**src/rtl/q_6_47_serializer.sv**
```systemverilog
// Parallel-to-serial source for the q_6_47 odd-parity detector.
// MSB-first shifter with optional parity bit and inter-frame gap.
module q_6_47_serializer #(
    parameter int WIDTH      = 8,
    parameter int ADD_PARITY = 1,
    parameter int PARITY_ODD = 1,
    parameter int GAP_CYCLES = 1
) (
    input  logic             clk,
    input  logic             rstb,
    input  logic [WIDTH-1:0] data_in,
    input  logic             load_valid,
    output logic             load_ready,
    output logic             x_out,
    output logic             bit_valid,
    output logic             frame_start,
    output logic             frame_end,
    output logic             busy
);

    localparam int CW = $clog2(WIDTH + 1);
    localparam int GW = (GAP_CYCLES > 1) ? $clog2(GAP_CYCLES) : 1;

    localparam logic [CW-1:0] LAST_BIT = CW'(WIDTH - 1);
    localparam logic [GW-1:0] LAST_GAP =
        (GAP_CYCLES > 0) ? GW'(GAP_CYCLES - 1) : '0;

    typedef enum logic [1:0] {
        ST_IDLE,
        ST_SHIFT,
        ST_PARITY,
        ST_GAP
    } state_t;

    // State entered once the last frame bit has been sent.
    localparam state_t POST_ST = (GAP_CYCLES > 0) ? ST_GAP : ST_IDLE;

    state_t           state_q, state_d;
    logic [WIDTH-1:0] shreg_q, shreg_d;
    logic [CW-1:0]    cnt_q, cnt_d;
    logic [GW-1:0]    gap_q, gap_d;
    logic             par_q, par_d;

    logic x_out_q, x_out_d;
    logic bit_valid_q, bit_valid_d;
    logic frame_start_q, frame_start_d;
    logic frame_end_q, frame_end_d;
    logic busy_q, busy_d;
    logic load_ready_q, load_ready_d;

    logic hs;

    assign hs = load_valid & load_ready_q;

    // Next-state: frame sequencing, shifting and bit/gap counting.
    always_comb begin
        state_d = state_q;
        shreg_d = shreg_q;
        cnt_d   = cnt_q;
        gap_d   = gap_q;
        par_d   = par_q;
        unique case (state_q)
            ST_IDLE: begin
                cnt_d = '0;
                gap_d = '0;
                if (hs) begin
                    state_d = ST_SHIFT;
                    shreg_d = data_in;
                    par_d   = (PARITY_ODD != 0) ? ~^data_in : ^data_in;
                end
            end
            ST_SHIFT: begin
                if (cnt_q == LAST_BIT) begin
                    cnt_d   = '0;
                    state_d = (ADD_PARITY != 0) ? ST_PARITY : POST_ST;
                end else begin
                    cnt_d   = cnt_q + CW'(1);
                    shreg_d = {shreg_q[WIDTH-2:0], 1'b0};
                end
            end
            ST_PARITY: begin
                state_d = POST_ST;
            end
            ST_GAP: begin
                if (gap_q == LAST_GAP) begin
                    gap_d   = '0;
                    state_d = ST_IDLE;
                end else begin
                    gap_d = gap_q + GW'(1);
                end
            end
            default: begin
                state_d = ST_IDLE;
                cnt_d   = '0;
                gap_d   = '0;
            end
        endcase
    end

    // Output decode from the upcoming state so every output is a flop.
    always_comb begin
        x_out_d       = 1'b0;
        bit_valid_d   = 1'b0;
        frame_start_d = 1'b0;
        frame_end_d   = 1'b0;
        busy_d        = (state_d != ST_IDLE);
        load_ready_d  = (state_d == ST_IDLE);
        if (state_d == ST_SHIFT) begin
            x_out_d       = shreg_d[WIDTH-1];
            bit_valid_d   = 1'b1;
            frame_start_d = (state_q == ST_IDLE);
            frame_end_d   = (ADD_PARITY == 0) && (cnt_d == LAST_BIT);
        end else if (state_d == ST_PARITY) begin
            x_out_d     = par_d;
            bit_valid_d = 1'b1;
            frame_end_d = 1'b1;
        end
    end

    // Datapath and FSM registers; reset discards any frame in flight.
    always_ff @(posedge clk or negedge rstb) begin
        if (!rstb) begin
            state_q <= ST_IDLE;
            shreg_q <= '0;
            cnt_q   <= '0;
            gap_q   <= '0;
            par_q   <= 1'b0;
        end else begin
            state_q <= state_d;
            shreg_q <= shreg_d;
            cnt_q   <= cnt_d;
            gap_q   <= gap_d;
            par_q   <= par_d;
        end
    end

    // Registered outputs.
    always_ff @(posedge clk or negedge rstb) begin
        if (!rstb) begin
            x_out_q       <= 1'b0;
            bit_valid_q   <= 1'b0;
            frame_start_q <= 1'b0;
            frame_end_q   <= 1'b0;
            busy_q        <= 1'b0;
            load_ready_q  <= 1'b1;
        end else begin
            x_out_q       <= x_out_d;
            bit_valid_q   <= bit_valid_d;
            frame_start_q <= frame_start_d;
            frame_end_q   <= frame_end_d;
            busy_q        <= busy_d;
            load_ready_q  <= load_ready_d;
        end
    end

    assign x_out       = x_out_q;
    assign bit_valid   = bit_valid_q;
    assign frame_start = frame_start_q;
    assign frame_end   = frame_end_q;
    assign busy        = busy_q;
    assign load_ready  = load_ready_q;

endmodule

```
**config.mk**
```make
export PLATFORM = sky130hd
export DESIGN_NAME = q_6_47_serializer
export DESIGN_NICKNAME = d
export VERILOG_FILES = /design/src/rtl/q_6_47_serializer.sv
export SDC_FILE = /design/constraint.sdc
export NUM_CORES = 1
export LEC_CHECK = 0
export BUFFER_PORTS_ARGS = -buffer_cell sky130_fd_sc_hd__buf_4
export CAP_MARGIN = 20
export CORE_MARGIN = 2
export CORE_UTILIZATION = 45
export DETAILED_ROUTE_END_ITERATION = 10
export GPL_TIMING_DRIVEN = 0
export PLACE_DENSITY = 0.73
export SYNTH_ARGS = -nofsm -noshare
export SYNTH_HDL_FRONTEND = slang
export SYNTH_SLANG_ARGS = --single-unit
```
**constraint.sdc**
```tcl
create_clock -name clk -period 5.5 [get_ports clk]
set_input_delay 0.275 -clock clk [delete_from_list [all_inputs] [get_ports clk]]
set_output_delay 0.275 -clock clk [all_outputs]
set_load 0.02 [all_outputs]
```
# Word-level counts from Yosys, hierarchy flattened
# Index checks and enable logic that the tools add are counted.
# totals
register_bits	22
inputBits	11
output_inout_bits	6
latchBits	0
mem_bits_rw	0
mem_bits_ro	0
memories	0
# classes
mux	19
add_sub_neg	2
bitwise_logic	1
shift	0
n_reduce_logical	7
n_eq_ne	8
mul	0
magnitude_cmp	0
div_mod_pow	0
# ops
op	n
$mux 8	2
$pmux 8 s2	1
$mux 1	9
$pmux 2 s4	1
$pmux 4 s2	1
$reduce_xnor 8->1	1
$eq 2x2->1 const B	3
$mux 2	3
$reduce_bool 2->1	3
$add 4x1->4 const B	1
$eq 2x1->1 const B	2
$eq 4x3->1 const B	1
$logic_not 2->1	2
$mux 4	1
$ne 2x2->1 const B	2
$reduce_and 3->1	1
$pmux 1 s2	1
$add 1x1->1 const B	1
$and 1x1->1	1

# Logic depth before layout (Yosys ltp)
# logic_depth
depth_word	6
ltp_mapped	9
mapped_depth_nobuf	8

# Worst setup path after synthesis
# No wires, ideal clock.
# synth_path
path_type	reg2reg
from	reg cnt_q[0]
to	reg x_out_q (netlist: x_out)
path_slack_ps	3615
setup_ps	87
path_stages_with_launch	10
n_path_buf	1
synth_period_minus_slack_ps	1885
arrival_time_ps	1799
path_cell_list	dfrtp_1 ha_1 nand3b_2 and2_1 buf_2 nor2_1 inv_1 ha_1 nand3b_1 o211ai_1
# synth_between
elab_chain_cells	6
# synth_lines
item	line_no	rtl
from (decl)	40	logic [CW-1:0] cnt_q, cnt_d;
from (signal assigned)	131	cnt_q <= cnt_d;
$eq 4x3->1 *	73	if (cnt_q == LAST_BIT) begin
$mux 2 *	73	
$pmux 2 s4 *	62	unique case (state_q)
net state_d[0]	38	state_t state_q, state_d;
$eq 2x2->1	113	end else if (state_d == ST_PARITY) begin
$mux 1	113	
$mux 1 *	108	if (state_d == ST_SHIFT) begin
net x_out_d	44	logic x_out_q, x_out_d;
to (signal assigned)	147	x_out_q <= x_out_d;
to (decl)	44	
# Mark *: on every way through the listed nets, which the timed path passes. The rest lies on a longest branch. The select of a mux whose other input is x is not followed.
# A chain may end at the register's enable or synchronous reset.

# Worst setup path in the final report
# Ends and elaborated chain as after synthesis.

==> run_results.csv <==
group,metric,value,unit
logic_synthesis,synth_seq_cells,21,
floorplanning,initial_core_util,0.4740,
clocking,cts_buffer_depth,2,
clocking,clk_pin_slew,0.12,ns
timing,skew,0.005275,ns
layout,final_cell_mix,"dfrtp_1 (20), buf_4 (18), nand2_1 (18), xnor2_1 (6), a22oi_1 (6)",
route,drtPass1Iterations,4,
timing,fin_crit_sh,0.3940,
logic_synthesis,syn_inst,98,
worst_setup_path,crit_fanout,8,
global_routing,grt_overflow,0,
pwr,vdd_drop_max,0.0002549,V
worst_setup_path,crit_top_cell,"ha_1",
route,drcViolationCount,0,
hold_path,hold_class,"input port to register",
floorplanning,die_w,52.04,um
layout,area_growth,18.55,%
placed_design,dpl.hpwl,1.442,mm
global_routing,grt_pass1_wl,3.236,mm
global_routing,grt_pass1_vias,759,
worst_setup_path,endpoint_kind,"register",
timing,hold_viol,0,
placed_design,io_buffer_count,16,
layout,final_cell_area,1231,um^2
logic_synthesis,synth_cell_types,34,
pwr,p_leak,0.5887,nW
clocking,cts_max_level,1,
timing,worstMarginPinSlew,0.2862,ns
worst_setup_path,timing.critical_path.buf_inv,2,
timing,setup_viol,0,
floorplanning,die-area,2708,um^2
run,maxCapViolCount,0,
clocking,clock_sinks,21,
clocking,numCtsBuffers,3,
worst_setup_path,cp-start-kind,"register",
placed_design,placed_area,1194,um^2
floorplanning,coreArea,2191,um^2
clocking,cts_root_buf,"clkbuf_4",
floorplanning,num_io_pins,17,
route,routed_wl,1.881,mm
worst_setup_path,cp_cell_sequence,"ha_1 > nand3b_2 > and2_1 > buf_2 > nor2_1 > inv_1 > ha_1 > nand3b_1 > o211ai_1",
worst_setup_path,worstPathRequired,5.73,ns
clocking,clock_latency,0.30,ns
timing,rsz0062_at_grt,"no",
logic_synthesis,netlist_area,1038,um^2
global_routing,grt_start_max_net_pins,22,
route,vias,754,
floorplanning,rows,17,
clocking,cts_resized,0,
clocking,post_cts.repair.setup_buffers,0,
layout,drive_gt1_frac,0.2605,
worst_setup_path,path_class,"register to register",
global_routing,grt_util_all_layers,0.1638,
global_routing,antenna_found_initial,0,
worst_setup_path,cp_slowest_stage_delay,0.43,ns
route,first_iter_violations,24,
clocking,cts_tree,"done",
logic_synthesis,syn_area_per_cell,10.60,um^2
route,vias_per_cell,5.129,
placed_design,gp_congestion,0.7668,
worst_setup_path,slowest_stage,"dfrtp_1",
timing,fmax,461.5,MHz
worst_setup_path,worstPathArrival,2.40,ns
timing,relSlewSlack,0.8081,
logic_synthesis,synth.yosys.seq_area_share,0.5072,
route,final_antenna_net_count,0,
logic_synthesis,yosysWarnings,0,
logic_synthesis,syn-num-nets,114,
timing,maxSlewViolCount,0,
worst_setup_path,cp_top_family,"simple AND/OR/NAND/NOR gates",
route,wire_per_inst,12.80,um
outcome,outcome,"finished, final reports clean",
timing,tns,0,ns
timing,period_minus_slack,2.167,ns
layout,nets,136,
floorplanning,dieHeight,52.04,um
pwr,powerDensity,455.2,nW/um^2
layout,antenna_cells,0,
layout,layout_commonest_cell,"dfrtp_1",
## kinds of logic (layout without fill, tap and decap cells)
kind of cell | Yosys count | count (layout) | share of synthesized area
compound gates | 18 | 18 | 0.1181
xor+xnor | 7 | 7 | 0.05904
fa+ha+maj | 5 | 5 | 0.06024
buf+inv | 9 | 30 | 0.04095
flops | 21 | 21 | 0.5072
mux | 2 | 2 | 0.02048
simple gates | 36 | 36 | 0.1940
## worst register-to-register path: cells and delay by family (launching register included)
kind / cells / cell delay [ns]
fa+ha+maj: 2 / 0.48
compound gates: 1 / 0.15
flops: 1 / 0.43
buf+inv: 2 / 0.27
simple gates: 4 / 0.76
## worst paths after layout
kind                                   end        from  slack (ns)  depth (start not counted)
min in group asynchronous         cnt_q[0]        rstb        0.37                          2
worst min register to register  shreg_q[4]  shreg_q[4]        0.50                          2
worst max-delay path                 x_out    cnt_q[0]        3.33                          9
worst max register to register       x_out    cnt_q[0]        3.33                          9
worst min-delay path            shreg_q[0]  data_in[0]        0.18                          3
max in group asynchronous       load_ready        rstb        4.86                          2
## sequential cells by signal (all words and copies together), names as in the netlist
| name | flops |
|---|---|
| bit_valid | 1 |
| busy | 1 |
| cnt_q | 4 |
| frame_end | 1 |
| frame_start | 1 |
| load_ready | 1 |
| par_q | 1 |
| shreg_q | 8 |
| state_q | 2 |
| x_out | 1 |
## metal layers
metal / track usage / vias to the layer above / share of wire
met2: 0.2553 / 14 / 0.50
li1: - / 374 / -
met1: 0.2138 / 362 / 0.45
met3: 0.02586 / 4 / 0.034
met4: 0.09649 / 0 / 0.015
met5: 0 / - / 0
## synthesized netlist by cell type
cell type / instances / area share
a21oi_2: 1 / 0.0084
nand3b_1: 1 / 0.0072
o21ai_1: 2 / 0.0096
a22oi_1: 6 / 0.043
mux2i_1: 1 / 0.0096
dfstp_2: 1 / 0.025
nand2_1: 18 / 0.065
xnor2_1: 6 / 0.051
and2b_4: 1 / 0.0096
or3_1: 1 / 0.0060
nand3b_2: 1 / 0.011
nor2_1: 3 / 0.011
buf_4: 2 / 0.014
o211ai_1: 1 / 0.0072
ha_1: 5 / 0.060
inv_2: 1 / 0.0036
mux2_2: 1 / 0.011
inv_1: 5 / 0.018
nor3b_1: 1 / 0.0072
o21ai_0: 3 / 0.014
xor2_1: 1 / 0.0084
a211oi_1: 1 / 0.0072
dfrtp_1: 20 / 0.48
a32o_1: 1 / 0.0096
nand2_2: 1 / 0.0060
or2_1: 1 / 0.0060
nand2b_1: 1 / 0.0060
a21oi_1: 2 / 0.0096
nor4bb_4: 1 / 0.024
a22o_1: 1 / 0.0084
and2_1: 2 / 0.012
buf_2: 1 / 0.0048
nand3_1: 3 / 0.014
nand4b_1: 1 / 0.0084
## stage by stage
stage            util  instances  hold slack [ns]  worst slack [ns]  power [mW]
4_1_cts        0.5620        147           0.1692             3.314      0.5665
2_1_floorplan       -         98         -0.02059             3.615      0.4165
3_5_place_dp   0.5448        142           0.1743             3.338      0.4919
3_3_place_gp   0.5448        142           0.1697             3.436      0.4812
5_1_grt        0.5620        147           0.1858             3.145      0.6080
6_report       0.5620        147           0.1775             3.333      0.5604
## repair_timing
| action | in CTS | in global routing |
|---|---|---|
| setup endpoints to repair | 0 | 0 |
| hold buffers | 1 | 0 |
| endpoints found under the hold margin | 20 | 0 |
## where the power goes
part	internal, mW	switching [mW]	leakage (nW)
sequential	0.210	0.0390	0.269
combinational	0.109	0.129	0.302
clock	0.0271	0.0460	0.0177
total	0.346	0.214	0.589
## final cells by class
type                            count  area [um^2]
Buffer                              3        20.02
Clock buffer                        3        22.52
Clock inverter                      1        5.005
Fill cell                         185        959.7
Inverter                            6        22.52
Multi-Input combinational cell     68        469.2
Sequential cell                    21        526.8
Tap cell                           28        35.03
Timing Repair Buffer               17        130.1
Power figures use the tool's default switching activity.
